<file path="src/rtl/bus_arb.sv">
// Two-master bus arbiter: instruction fetch (m0) and load/store (m1) share one bus master port.
// Round-robin or fixed-priority arbitration, m1 bus lock for atomics, one-cycle read return routing.
module bus_arb #(
  parameter bit RR = 1'b1
) (
  input  logic        clk_i,
  input  logic        reset_n_i,
  input  logic [31:0] m0_addr_i,
  input  logic [31:0] m0_wdata_i,
  input  logic [1:0]  m0_size_i,
  input  logic        m0_rd_i,
  input  logic        m0_wr_i,
  output logic        m0_ready_o,
  output logic [31:0] m0_rdata_o,
  output logic        m0_rvalid_o,
  input  logic [31:0] m1_addr_i,
  input  logic [31:0] m1_wdata_i,
  input  logic [1:0]  m1_size_i,
  input  logic        m1_rd_i,
  input  logic        m1_wr_i,
  output logic        m1_ready_o,
  output logic [31:0] m1_rdata_o,
  output logic        m1_rvalid_o,
  input  logic        m1_lock_i,
  output logic [31:0] b_addr_o,
  output logic [31:0] b_wdata_o,
  output logic [1:0]  b_size_o,
  output logic        b_rd_o,
  output logic        b_wr_o,
  input  logic [31:0] b_rdata_i
);

  logic req0, req1, gnt0, gnt1;
  logic last_q, last_d;
  logic lock_q, lock_d;
  logic pend_q, pend_d;
  logic own_q, own_d;

  assign req0 = m0_rd_i | m0_wr_i;
  assign req1 = m1_rd_i | m1_wr_i;

  // Winner selection; grants are forced low while reset is held.
  always_comb begin
    gnt0 = 1'b0;
    gnt1 = 1'b0;
    if (reset_n_i) begin
      if (lock_q) begin
        gnt1 = req1;
      end else if (req0 && req1) begin
        if (RR && !last_q) gnt1 = 1'b1;
        else               gnt0 = 1'b1;
      end else begin
        gnt0 = req0;
        gnt1 = req1;
      end
    end
  end

  // Bus mux; rd together with wr is forwarded as a plain write.
  always_comb begin
    b_addr_o  = 32'd0;
    b_wdata_o = 32'd0;
    b_size_o  = 2'd0;
    b_rd_o    = 1'b0;
    b_wr_o    = 1'b0;
    if (gnt0) begin
      b_addr_o  = m0_addr_i;
      b_wdata_o = m0_wdata_i;
      b_size_o  = m0_size_i;
      b_rd_o    = m0_rd_i & ~m0_wr_i;
      b_wr_o    = m0_wr_i;
    end else if (gnt1) begin
      b_addr_o  = m1_addr_i;
      b_wdata_o = m1_wdata_i;
      b_size_o  = m1_size_i;
      b_rd_o    = m1_rd_i & ~m1_wr_i;
      b_wr_o    = m1_wr_i;
    end
  end

  always_comb begin
    last_d = last_q;
    if (gnt0) last_d = 1'b0;
    if (gnt1) last_d = 1'b1;

    lock_d = lock_q;
    if (gnt1 && m1_lock_i) lock_d = 1'b1;
    else if (!m1_lock_i)   lock_d = 1'b0;

    pend_d = b_rd_o;
    own_d  = b_rd_o ? gnt1 : own_q;
  end

  always_ff @(posedge clk_i or negedge reset_n_i) begin
    if (!reset_n_i) begin
      last_q <= 1'b1;
      lock_q <= 1'b0;
      pend_q <= 1'b0;
      own_q  <= 1'b0;
    end else begin
      last_q <= last_d;
      lock_q <= lock_d;
      pend_q <= pend_d;
      own_q  <= own_d;
    end
  end

  assign m0_ready_o  = gnt0;
  assign m1_ready_o  = gnt1;
  assign m0_rvalid_o = pend_q & ~own_q;
  assign m1_rvalid_o = pend_q & own_q;
  assign m0_rdata_o  = b_rdata_i;
  assign m1_rdata_o  = b_rdata_i;

endmodule

</file>
<file path="config.mk">
export PLATFORM = sky130hd
export DESIGN_NAME = bus_arb
export DESIGN_NICKNAME = d
export VERILOG_FILES = /design/src/rtl/bus_arb.sv
export SDC_FILE = /design/constraint.sdc
export NUM_CORES = 1
export LEC_CHECK = 0
export BUFFER_PORTS_ARGS = -buffer_cell sky130_fd_sc_hd__buf_4
export CAP_MARGIN = 20
export CORE_AREA = 2 2 119 121
export DETAILED_ROUTE_END_ITERATION = 10
export DIE_AREA = 0 0 121 123
export PLACE_DENSITY = 0.51
export SYNTH_ARGS = -nofsm -noshare
export SYNTH_HDL_FRONTEND = slang
export SYNTH_SLANG_ARGS = --single-unit
</file>
<file path="constraint.sdc">
create_clock -name clk_i -period 4.1 [get_ports clk_i]
set_clock_uncertainty 0.2 [all_clocks]
set_input_delay 0.82 -clock clk_i [delete_from_list [all_inputs] [get_ports clk_i]]
set_output_delay 0.82 -clock clk_i [all_outputs]
set_load 0.05 [all_outputs]
</file>
==> results.md, run 1 <==
- After legalization and detailed placement, the total HPWL measured 6.161 mm.
- The worst path in the final design needs a cycle of 3624 ps, including I/O delays and setup.
- Row generation in the floorplan step produced 43 rows.
- The type of the most critical hold path is flop to flop.
- The endpoint identified for the worst register-to-register timing path is own_q$_DFFE_PN0P_.
- The final total power is 1.120 mW.
- Setup repair after global routing left no endpoint under its margin.
- Entering global routing, the biggest net connects 142 pins.
- The critical path goes through buf_4 > o21ba_1 > or3_2 > buf_12 > o22ai_1 > buf_4.
- Of the total synthesized cell area, the portion taken by XOR and XNOR cells is 0.
- In the global route stage, met1 resource usage came out at 0.1219.
- The share of layout cells above drive strength 1 is 0.5676.
- The final count of hold timing violations is 0.
- The launching element type of the critical path is an input port.
- The multiplexer fraction of the synthesized cell area is 0.
- The first global-routing pass estimated 11.72 mm of wire.
- The setup path with the least slack is of type input port to output port.
- The setup total negative slack is 0 ps.
- The cell count after synthesis came out at 320.
- The routed via count is 2553.
- The register bit count reported by yosys is 4.
- The core area is 0.01361 mm2.
- The top cell type by total area after synthesis is nand2_1.
- In the global route stage, met2 resource usage came out at 0.1545.
- The number of distinct library cells after synthesis is 26.
- In this design, the largest share of critical-path delay is due to simple AND/OR/NAND/NOR gates.
- By area the synthesized netlist is led by nand2_1 25%, buf_4 25%, o22ai_2 18%.
- After detailed routing, the number of vias per cell comes to 4.091.
- The number of diodes added for antenna fixing is 0.
- After detailed routing, the average wire length per cell comes to 12.81 um.
- The count of cells resized by post-cts repair is 0.
- The critical path buffer and inverter count is 3.
- The area fraction in compound gates after synthesis is 0.3409.
- The destination of the worst hold path is own_q$_DFFE_PN0P_.
- The cell area that synthesis handed to floorplanning was 0.001982 mm2.
- The combinational family with the most area after synthesis is compound AO/OA/AOI/OAI gates.
- The setup slack on the worst flop-to-flop path is 2330 ps.
- The number of antenna violations at the first check in global routing came to 0.
- The number of nets in the synthesized netlist is 491.
- The worst-path maximum fanout is 43.
- The final antenna-violating net count is 0.
- The dominant synthesized flop cell is dfrtp_1.
- The worst voltage drop across the vdd grid is 0.1583 mV.
- The data arrival time of the critical path is 2600 ps.
- For this run, the register share of the synthesized area comes to 0.05114.
- In the post-synthesis netlist, the cell with the most instances is nand2_1.
- The overall overflow remaining after global route is 0.
- The die outline height is 123 um.
- The number of buffers between clock root and the deepest sink is 2.
- The number of cell instances on the worst register-to-register path is 3.
- The nature of the critical path endpoint is an output port.
- The run finished with clean final reports.
- The number of stages on the worst hold path is 1.
- For this run, the post-layout net count is 616.
- Counting flops with an async set or reset pin after synthesis yields a share of 1.000.
- The clock drives 4 sinks.
- Dividing total power by cell area gives a power density of 339.8 mW/mm2.
- The total wirelength of the detailed-routed design is 7.993 mm.
- In this run the count of I/O pins placed on the die edge is 307.
- The library cell contributing the largest single delay on the critical path is or3_2.
- The clock insertion delay at the later pin of the skew report is 220 ps.
- The clock-pin transition on the worst setup and hold timing paths is 30 ps.
- The number of violations of the max-capacitance limit is 0.
- Of the total synthesized cell area, the portion taken by full adders, half adders and majority gates is 0.
- The delay contributed by the slowest stage of the critical path is 720 ps.
- The transition time at the pin with the least slew margin is 620.5 ps.
- The fmax is 0.2760 GHz.
- The busiest metal layer after global routing is met2.
- Each instance of the synthesized netlist takes up on average 6.193 um2.
- For this run, global-route usage on met3 was measured as 0.01937.
- Setup violations remaining at the end of the flow were counted as 0.
- The first-pass iteration count of the detailed router is 4.
- The most numerous cell on the critical path is buf_4.
- The number of global-route vias before repair is 2356.
- The layout overhead on the synthesized area is 66.35%.
- The die covers 0.01488 mm2.
- The final max-slew violation count came to 0.
- The start of the worst register-to-register path is last_q$_DFFE_PN1P_.
- The count of warnings emitted by yosys is 0.
- The library cell used as clock root buffer is clkbuf_16.
- The part of the cycle the worst path needs is 0.8839.
- Yosys mapped a number of flops with a built-in enable equal to 0.
- In this run, CTS created clock tree buffers numbering 3.
- The commonest cells after synthesis are 134 x nand2_1, 66 x buf_4, 37 x o22ai_1.
- Of the post-synthesis cell area, the dominant cell type holds 0.2538.
- In this run the tool buffered the top-level ports with 210 buffer cells.
- The startpoint of the tightest hold check path is own_q$_DFFE_PN0P_.
- The die span in x is 121 um.
- Summed over all cells, the static leakage comes to 1.638 nW.
- The number of DRC markers after the initial detailed-route iteration is 112.
- The H-tree depth is 1.
- The worst relative slew slack is 0.5863.
- The post-synthesis share of cell area spent on and, or, nand and nor gates is 0.2847.
- For this run, the total global-route usage over all layers was measured as 0.09433.
- The data required time at the worst endpoint is 3080 ps.
- The initial utilization of the core area, before any placement, comes to 0.1456.
- The placer's final routability congestion estimate is 0.7326.
- The hold buffer count at cts is 0.
- After detailed routing, the number of remaining DRC violations is 0.
- TritonCTS built the clock tree.
- The number of setup buffers added after CTS is 0.
## worst max path at each step
stage            start             to  slack (ps)  cells after the start
6_report       m1_wr_i   b_addr_o[30]         480                      6
5_1_grt        m1_wr_i    b_size_o[1]         410                      6
4_1_cts        m1_wr_i   b_addr_o[30]         470                      6
3_5_place_dp   m1_wr_i   b_addr_o[30]         490                      6
3_3_place_gp   m1_wr_i  b_wdata_o[27]         520                      6
2_1_floorplan  m1_wr_i    b_addr_o[0]         650                      5
## metrics by stage
step	utilization	worst slack, ps	hold WS (ps)	area, um2	cells
after floorplan	-	651.2	270.6	1982	320
after global placement	0.2364	521.1	298.5	3218	620
after detailed placement	0.2364	486.0	315.3	3218	620
after CTS	0.2422	472.8	327.2	3297	624
after global routing	0.2422	411.9	338.0	3297	624
final	0.2422	476.2	322.8	3297	624
## area by class of cell
type / count / area (um2)
multi-input cells: 220 / 1252
well taps: 180 / 225.2
fillers: 1515 / 10310
inverters: 2 / 7.507
repair buffers: 214 / 1632
clock buffers: 4 / 78.83
flip-flops and latches: 4 / 101.3
## placed cells by master, fill, tap and decap left out, types with 2 or more instances in the layout
| cell type | count |
|---|---|
| buf_4 | 212 |
| nand2_1 | 134 |
| o22ai_1 | 37 |
| o22ai_2 | 29 |
| o21ai_0 | 3 |
| clkbuf_16 | 3 |
| dfrtp_1 | 3 |
| inv_1 | 2 |
| nor2_1 | 2 |
| nor2b_1 | 2 |
| buf_12 | 2 |
## sequential cells by signal, summed over array words and instances (netlist names)
| signal | cells |
|---|---|
| last_q | 1 |
| lock_q | 1 |
| own_q | 1 |
| pend_q | 1 |
## report_power, final
| part | internal [mW] | leakage (nW) | switching (mW) |
|---|---|---|---|
| registers | 0.0497 | 0.0485 | 0.00743 |
| logic | 0.312 | 1.55 | 0.596 |
| clock network | 0.128 | 0.0382 | 0.0268 |
| total | 0.490 | 1.64 | 0.630 |
## layer usage
metal	routed length, um	vias up
li1	-	1268
met1	3302	1116
met2	3656	146
met3	774	23
met4	259	0
met5	0	-
## cell families (layout without fill, tap and decap cells)
kind of cell	Yosys count	in the layout
flops	4	4
simple gates	144	144
buf+inv	96	220
compound gates	76	76
Note: power is estimated with default switching activity, not from simulation.
==> inputs of run 2 (changes only) <==
==> constraint.sdc (replaced) <==
create_clock -name clk_i -period 4.1 [get_ports clk_i]
set_clock_uncertainty 0.2 [all_clocks]
set_input_delay 0.205 -clock clk_i [delete_from_list [all_inputs] [get_ports clk_i]]
set_output_delay 0.205 -clock clk_i [all_outputs]
set_load 0.05 [all_outputs]
==> run 2 against run 1 <==
- design area is 0.46% lower
- routed wire length is 1.4% lower
- cell count is 0.16% higher
- combinational power is 1% lower
- sequential cell count stayed put
- register-to-register slack worse by 30 ps
- sequential share of layout area hardly changed
- sequential power hardly changed
- utilization is 0.11 points lower
==> results.md, run 2 (synthesis results as in run 1) <==
- The average wire length per cell after detail routing is 12.61 um (-1.6%).
- The final cell utilization of the core is 0.2411 (-0.001103).
- The share of layout cells above drive strength 1 is 0.5663 (-0.001275).
- The number of buffers between clock root and the deepest sink is 2 (unchanged).
- The number of setup violations in the final report is 0 (unchanged).
- The die outline height is 123 um (unchanged).
- The setup slack on the worst flop-to-flop path is 2300 ps (-30 ps).
- The proportion of power drawn by the clock network is 0.141 (+0.002).
- The critical path launch point is last_q$_DFFE_PN1P_.
- The final count of hold timing violations came to 0 (unchanged).
- TritonCTS built the clock tree.
- The most common library cell in the layout ignoring fill and taps is buf_4.
- The count of input and output buffers is 210 (unchanged).
- The number of DRC markers after the initial detailed-route iteration is 113 (+0.89%).
- The number of CTS-inserted buffers came to 3 (unchanged).
- The number of violations of the max-capacitance limit is 0 (unchanged).
- The launching element type of the critical path is a flop.
- The final antenna-violating net count is 0 (unchanged).
- The data required time at the worst endpoint was 3690 ps (+610 ps).
- The worst voltage drop across the vdd grid came to 0.1037 mV (-35%).
- The flow ran to the end, and the final reports show no timing, DRC or antenna violations.
- The first-pass iteration count of the detailed router is 4 (unchanged).
- The number of antenna violations at the first check in global routing was 0 (unchanged).
- The core area is 0.01361 mm2 (unchanged).
- The count of cells resized by post-cts repair was 0 (unchanged).
- The start-to-end type of the worst setup path is flop to output port.
- The routed via count is 2598 (+1.8%).
- The final max-slew violation count came to 0 (unchanged).
- The static leakage came to 1.632 nW (-0.32%).
- The number of rows created at floorplan came to 43 (unchanged).
- The H-tree depth is 1 (unchanged).
- The clock-pin transition on the worst setup and hold timing paths is 30 ps (about the same).
- The data arrival time of the critical path is 2600 ps (about the same).
- The clock insertion delay at the later pin of the skew report came to 220 ps (about the same).
- The number of global-route vias before repair is 2229 (-5.4%).
- The fmax is 0.3325 GHz (+21%).
- The die span in x was 121 um (unchanged).
- The floorplan die area was 0.01488 mm2 (unchanged).
- Setup repair after global routing left no endpoint under its margin.
- The combinational cell fraction of total power was 0.808 (-0.002).
- The worst-path maximum fanout is 39 (-9.3%).
- The minimum setup slack after placement is 1332 ps (+845.6 ps).
- The worst setup path is captured at an output port.
- The number of nets in the layout is 617 (+0.16%).
- The DRC violation count after routing is 0 (unchanged).
- The overall overflow remaining after global route is 0 (unchanged).
- The number of top-level design ports came to 307 (unchanged).
- The total power divided by cell area is 338.5 mW/mm2 (-0.38%).
- The worst relative slew slack is 0.4004 (-0.1859).
- The worst hold margin is 19.53 ps (-303.3 ps).
- The via density per instance came to 4.157 (+1.6%).
- The startpoint of the tightest hold check path is m1_lock_i.
- The tightest min-delay check is of the input port to flop type.
- The layout overhead on the synthesized area is 65.59%.
- The total wirelength of the detailed-routed design is 7.881 mm (-1.4%).
- The library cell used as clock root buffer is clkbuf_16.
- The internal cell power is 0.4845 mW (-1.2%).
- The part of the cycle the worst path needs is 0.7335 (-0.1504).
- In this run the critical register-to-register path is launched from last_q$_DFFE_PN1P_.
- The destination of the worst hold path is lock_q$_DFFE_PN0P_.
- The sequential group share of total power is 0.052 (about the same).
- The share of total power consumed by net switching is 0.5639 (+0.001526).
- The global-route wire length before repair is 11.24 mm (-4.1%).
- The transition time at the pin with the least slew margin came to 899.3 ps (+278.8 ps).
- The number of sinks on the clock net came to 4 (unchanged).
- The setup total negative slack is 0 ps (unchanged).
- The destination of the worst register-to-register timing path is own_q$_DFFE_PN0P_.
- The number of stages on the worst hold path is 3 (+2).
- In the layout the commonest cells are 214 x buf_4, 134 x nand2_1, 37 x o22ai_1.
- The initial core utilization is 0.1456 (unchanged).
- The number of cell instances on the worst register-to-register path is 3 (unchanged).
- The number of diodes added for antenna fixing is 0 (unchanged).
- The switching power total came to 0.6266 mW (-0.57%).
- The overall fraction of global-route tracks in use is 0.09082 (-0.003514).
- The final critical delay including setup and external delays is 3007 ps (-616.6 ps).
- The final worst slack was 1093 ps (+616.6 ps).
- The placer's final routability congestion estimate is 0.7101 (-3.1%).
- The detailed-placement wirelength estimate is 6.245 mm (+1.4%).
- The pin count of the biggest net entering global routing is 84 (-41%).
## run 2: changes by cell type in the layout (fill, tap and decap cells not counted), sizes merged
cell         before  now
dlygate4sd3       0    1
## run 2: how the worst max path moves through the flow
stage / depth (start not counted) / to / slack [ps]
2_1_floorplan: 5 / b_addr_o[0] / 1610
3_3_place_gp: 5 / b_wdata_o[27] / 1390
3_5_place_dp: 5 / b_addr_o[30] / 1330
4_1_cts: 5 / b_addr_o[30] / 1090
5_1_grt: 6 / b_addr_o[28] / 960
6_report: 5 / b_addr_o[30] / 1090
## run 2: final cells by class
| type | count | area [um2] |
|---|---|---|
| fill | 1533 | 10330 |
| timing repair buffer | 215 | 1617 |
| multi-input combinational | 220 | 1252 |
| tap | 180 | 225.2 |
| sequential | 4 | 101.3 |
| clock buffer | 4 | 78.83 |
| inverter | 2 | 7.507 |
## run 2: what timing repair did
action,CTS,global route
hold buffers,1,0
endpoints found under the setup margin,0,0
hold endpoints to repair,3,0
buffers inserted,0,0
## run 2: worst max-delay path, stage by stage, from the launching register on
cell     delay, ps
dfstp_2        530
o21ba_1        150
or3_2          850
buf_4          420
o22ai_1        180
buf_4          230
## run 2: through the flow
| stage | total power, mW | instance area (um2) | instances |
|---|---|---|---|
| floorplan | 0.8464 | 1982 | 320 |
| global placement | 0.9493 | 3193 | 620 |
| detailed placement | 0.9568 | 3193 | 620 |
| CTS | 1.119 | 3282 | 625 |
| global route | 1.172 | 3282 | 625 |
| finish | 1.111 | 3282 | 625 |
## run 2: power groups by stage
stage	clock network [mW]	logic (mW)	registers [mW]
after detailed placement	0	0.900	0.0572
after global placement	0	0.893	0.0566
after CTS	0.160	0.902	0.0570
after floorplan	0	0.792	0.0548
final	0.156	0.898	0.0572
after global routing	0.167	0.947	0.0584
## run 2: metal layers
layer / global-route usage / part of all wire
met1: 0.1219 / 0.42
met2: 0.1390 / 0.45
met3: 0.02030 / 0.10
met4: 0.03997 / 0.031
met5: 0 / 0
==> inputs of run 3 (changes only) <==
Clock period 4.1 ns to 2.8 ns, I/O delays scaled along.
==> run 3 against run 2 <==
- non-clock buffer count increased by 1
- clock power increased by 47%
- sequential cell count unchanged
- register-to-register slack got worse by 1300 ps
- via count decreased by 2.7%
- critical path type unchanged
- largest cell class unchanged
==> results.md, run 3 (synthesis results as in run 1) <==
- The flow ran to the end, and the final reports show no timing, DRC or antenna violations.
- The overall overflow remaining after global route was 0 (unchanged).
- The detailed-placement wirelength estimate is 6.054 mm (-3.1%).
- Static timing analysis puts the maximum clock frequency at 0.3702 GHz.
- The worst hold margin is 65.56 ps (+46.03 ps).
- The cell area after layout is 0.003317 mm2 (+1.1%).
- The critical path buffer and inverter count came to 2 (unchanged).
- The setup total negative slack is 0 ps (unchanged).
- The worst relative slew slack is 0.5749 (+0.1745).
- The number of setup violations in the final report is 0 (unchanged).
- The number of CTS-inserted buffers is 3 (unchanged).
- The placed standard-cell area was 0.003218 mm2 (+0.78%).
- The delay contributed by the slowest stage of the critical path is 710 ps (-140 ps).
- The final antenna-violating net count came to 0 (unchanged).
- The die outline height is 123 um (unchanged).
- Setup repair after global routing left no endpoint under its margin.
- The data arrival time of the critical path is 2360 ps (-240 ps).
- The number of setup buffers added after CTS came to 0 (unchanged).
- The count of placed standard cells including taps was 620 (unchanged).
- The part of the cycle the worst path needs is 0.9647.
- The number of buffers between clock root and the deepest sink is 2 (unchanged).
- The number of nets in the layout came to 618 (+0.16%).
- The number of diodes added for antenna fixing came to 0 (unchanged).
- The nature of the critical path endpoint is an output port.
- The DRC violation count after routing is 0 (unchanged).
- The hold buffer count at cts is 2 (+1).
- The critical path in this run is classified as flop to output port.
- The transition time at the pin with the least slew margin is 637.6 ps (-261.7 ps).
- The count of input and output buffers was 210 (unchanged).
- The number of antenna violations at the first check in global routing is 0 (unchanged).
- The final total power was 1.642 mW (+48%).
- The die span in x is 121 um (unchanged).
- Traced cell by cell, the critical path runs through o21ba_1 > or3_2 > buf_12 > o22ai_1 > buf_4.
- The number of DRC markers after the initial detailed-route iteration is 87 (-23%).
- The global-route wire length before repair is 11.80 mm (+5.0%).
- The initial core utilization is 0.1456 (unchanged).
- The share of layout cells above drive strength 1 is 0.5650 (-0.001270).
- The final cell count without fillers is 626 (+0.16%).
- The total wirelength of the detailed-routed design is 7.874 mm (about the same).
- The library cells used most frequently in the layout, excluding fill and tap cells, are 212 x buf_4, 134 x nand2_1, 37 x o22ai_1.
- The final count of hold timing violations came to 0 (unchanged).
- The static leakage is 1.646 nW (+0.84%).
- The library cell contributing the largest single delay on the critical path is or3_2.
- The worst voltage drop across the vdd grid is 0.1577 mV (+52%).
- The worst-path maximum fanout was 43 (+10%).
- The number of rows created at floorplan is 43 (unchanged).
- The total power divided by cell area came to 495.1 mW/mm2 (+46%).
- The category of cells accounting for the largest share of critical-path delay is simple AND/OR/NAND/NOR gates.
- The count of cells resized by post-cts repair is 0 (unchanged).
- The data required time at the worst endpoint is 2460 ps (-1230 ps).
- In this run the clock root is driven by a clkbuf_16.
- The number of sinks on the clock net is 4 (unchanged).
- The first-pass iteration count of the detailed router is 4 (unchanged).
- The clock-pin transition on the worst setup and hold timing paths came to 30 ps (about the same).
- The final max-slew violation count is 0 (unchanged).
- The layout overhead on the synthesized area is 67.36%.
- The clock insertion delay at the later pin of the skew report is 220 ps (about the same).
- The launching element type of the critical path is a flop.
- The via density per instance is 4.038 (-2.8%).
- The number of top-level design ports is 307 (unchanged).
- The core area is 0.01361 mm2 (unchanged).
- The clock period could shrink to 2701 ps.
- The type of the most critical hold path is input port to flop.
- The floorplan die area is 0.01488 mm2 (unchanged).
- The CTS tree is built.
- The H-tree depth is 1 (unchanged).
- The pin count of the biggest net entering global routing is 142 (+69%).
- The number of global-route vias before repair is 2413 (+8.3%).
- The overall fraction of global-route tracks in use is 0.09530 (+0.004478).
- The routed via count is 2528 (-2.7%).
- The number of violations of the max-capacitance limit is 0 (unchanged).
- The placer's final routability congestion estimate is 0.7308 (+2.9%).
- The average wire length per cell after detail routing came to 12.58 um (-0.25%).
- The most common library cell in the layout ignoring fill and taps is buf_4.
-- run 3: metal layers --
layer / GRT usage / share of wire / vias to the layer above
met4: 0.04070 / 0.035 / 0
met5: 0 / 0 / -
met3: 0.02214 / 0.097 / 25
met2: 0.1520 / 0.46 / 142
met1: 0.1230 / 0.41 / 1091
li1: - / - / 1270
-- run 3: worst paths after layout --
check	from	end	slack, ps	cells past startpoint
worst min-delay path	m1_rd_i	own_q$_DFFE_PN0P_	70	3
worst min register to register	own_q$_DFFE_PN0P_	own_q$_DFFE_PN0P_	320	1
worst max register to register	last_q$_DFFE_PN1P_	own_q$_DFFE_PN0P_	1030	3
min in group asynchronous	reset_n_i	own_q$_DFFE_PN0P_	330	3
worst max-delay path	last_q$_DFFE_PN1P_	b_addr_o[30]	100	5
max in group asynchronous	reset_n_i	last_q$_DFFE_PN1P_	1710	3
-- run 3: tightest hold or removal path, stage by stage --
cell and delay (ps):
buf_4 140, nand3b_1 90, o2bb2ai_1 70
-- run 3: power breakdown --
| part | leakage (nW) | internal (mW) | switching [mW] |
|---|---|---|---|
| Combinational | 1.56 | 0.459 | 0.871 |
| Sequential | 0.0485 | 0.0728 | 0.0107 |
| Clock | 0.0382 | 0.188 | 0.0407 |
| Total | 1.65 | 0.720 | 0.922 |
-- run 3: through the flow --
| step | util | setup slack, ps |
|---|---|---|
| final | 0.2437 | 98.81 |
| after CTS | 0.2437 | 103.0 |
| after global placement | 0.2364 | 394.9 |
| after floorplan | - | 371.0 |
| after global routing | 0.2437 | 2.513 |
| after detailed placement | 0.2364 | 352.6 |
-- run 3: final cells by class --
type | count | area [um2]
sequential | 4 | 101.3
clock buffer | 4 | 78.83
tap | 180 | 225.2
inverter | 2 | 7.507
multi-input combinational | 220 | 1252
timing repair buffer | 216 | 1652
fill | 1528 | 10290
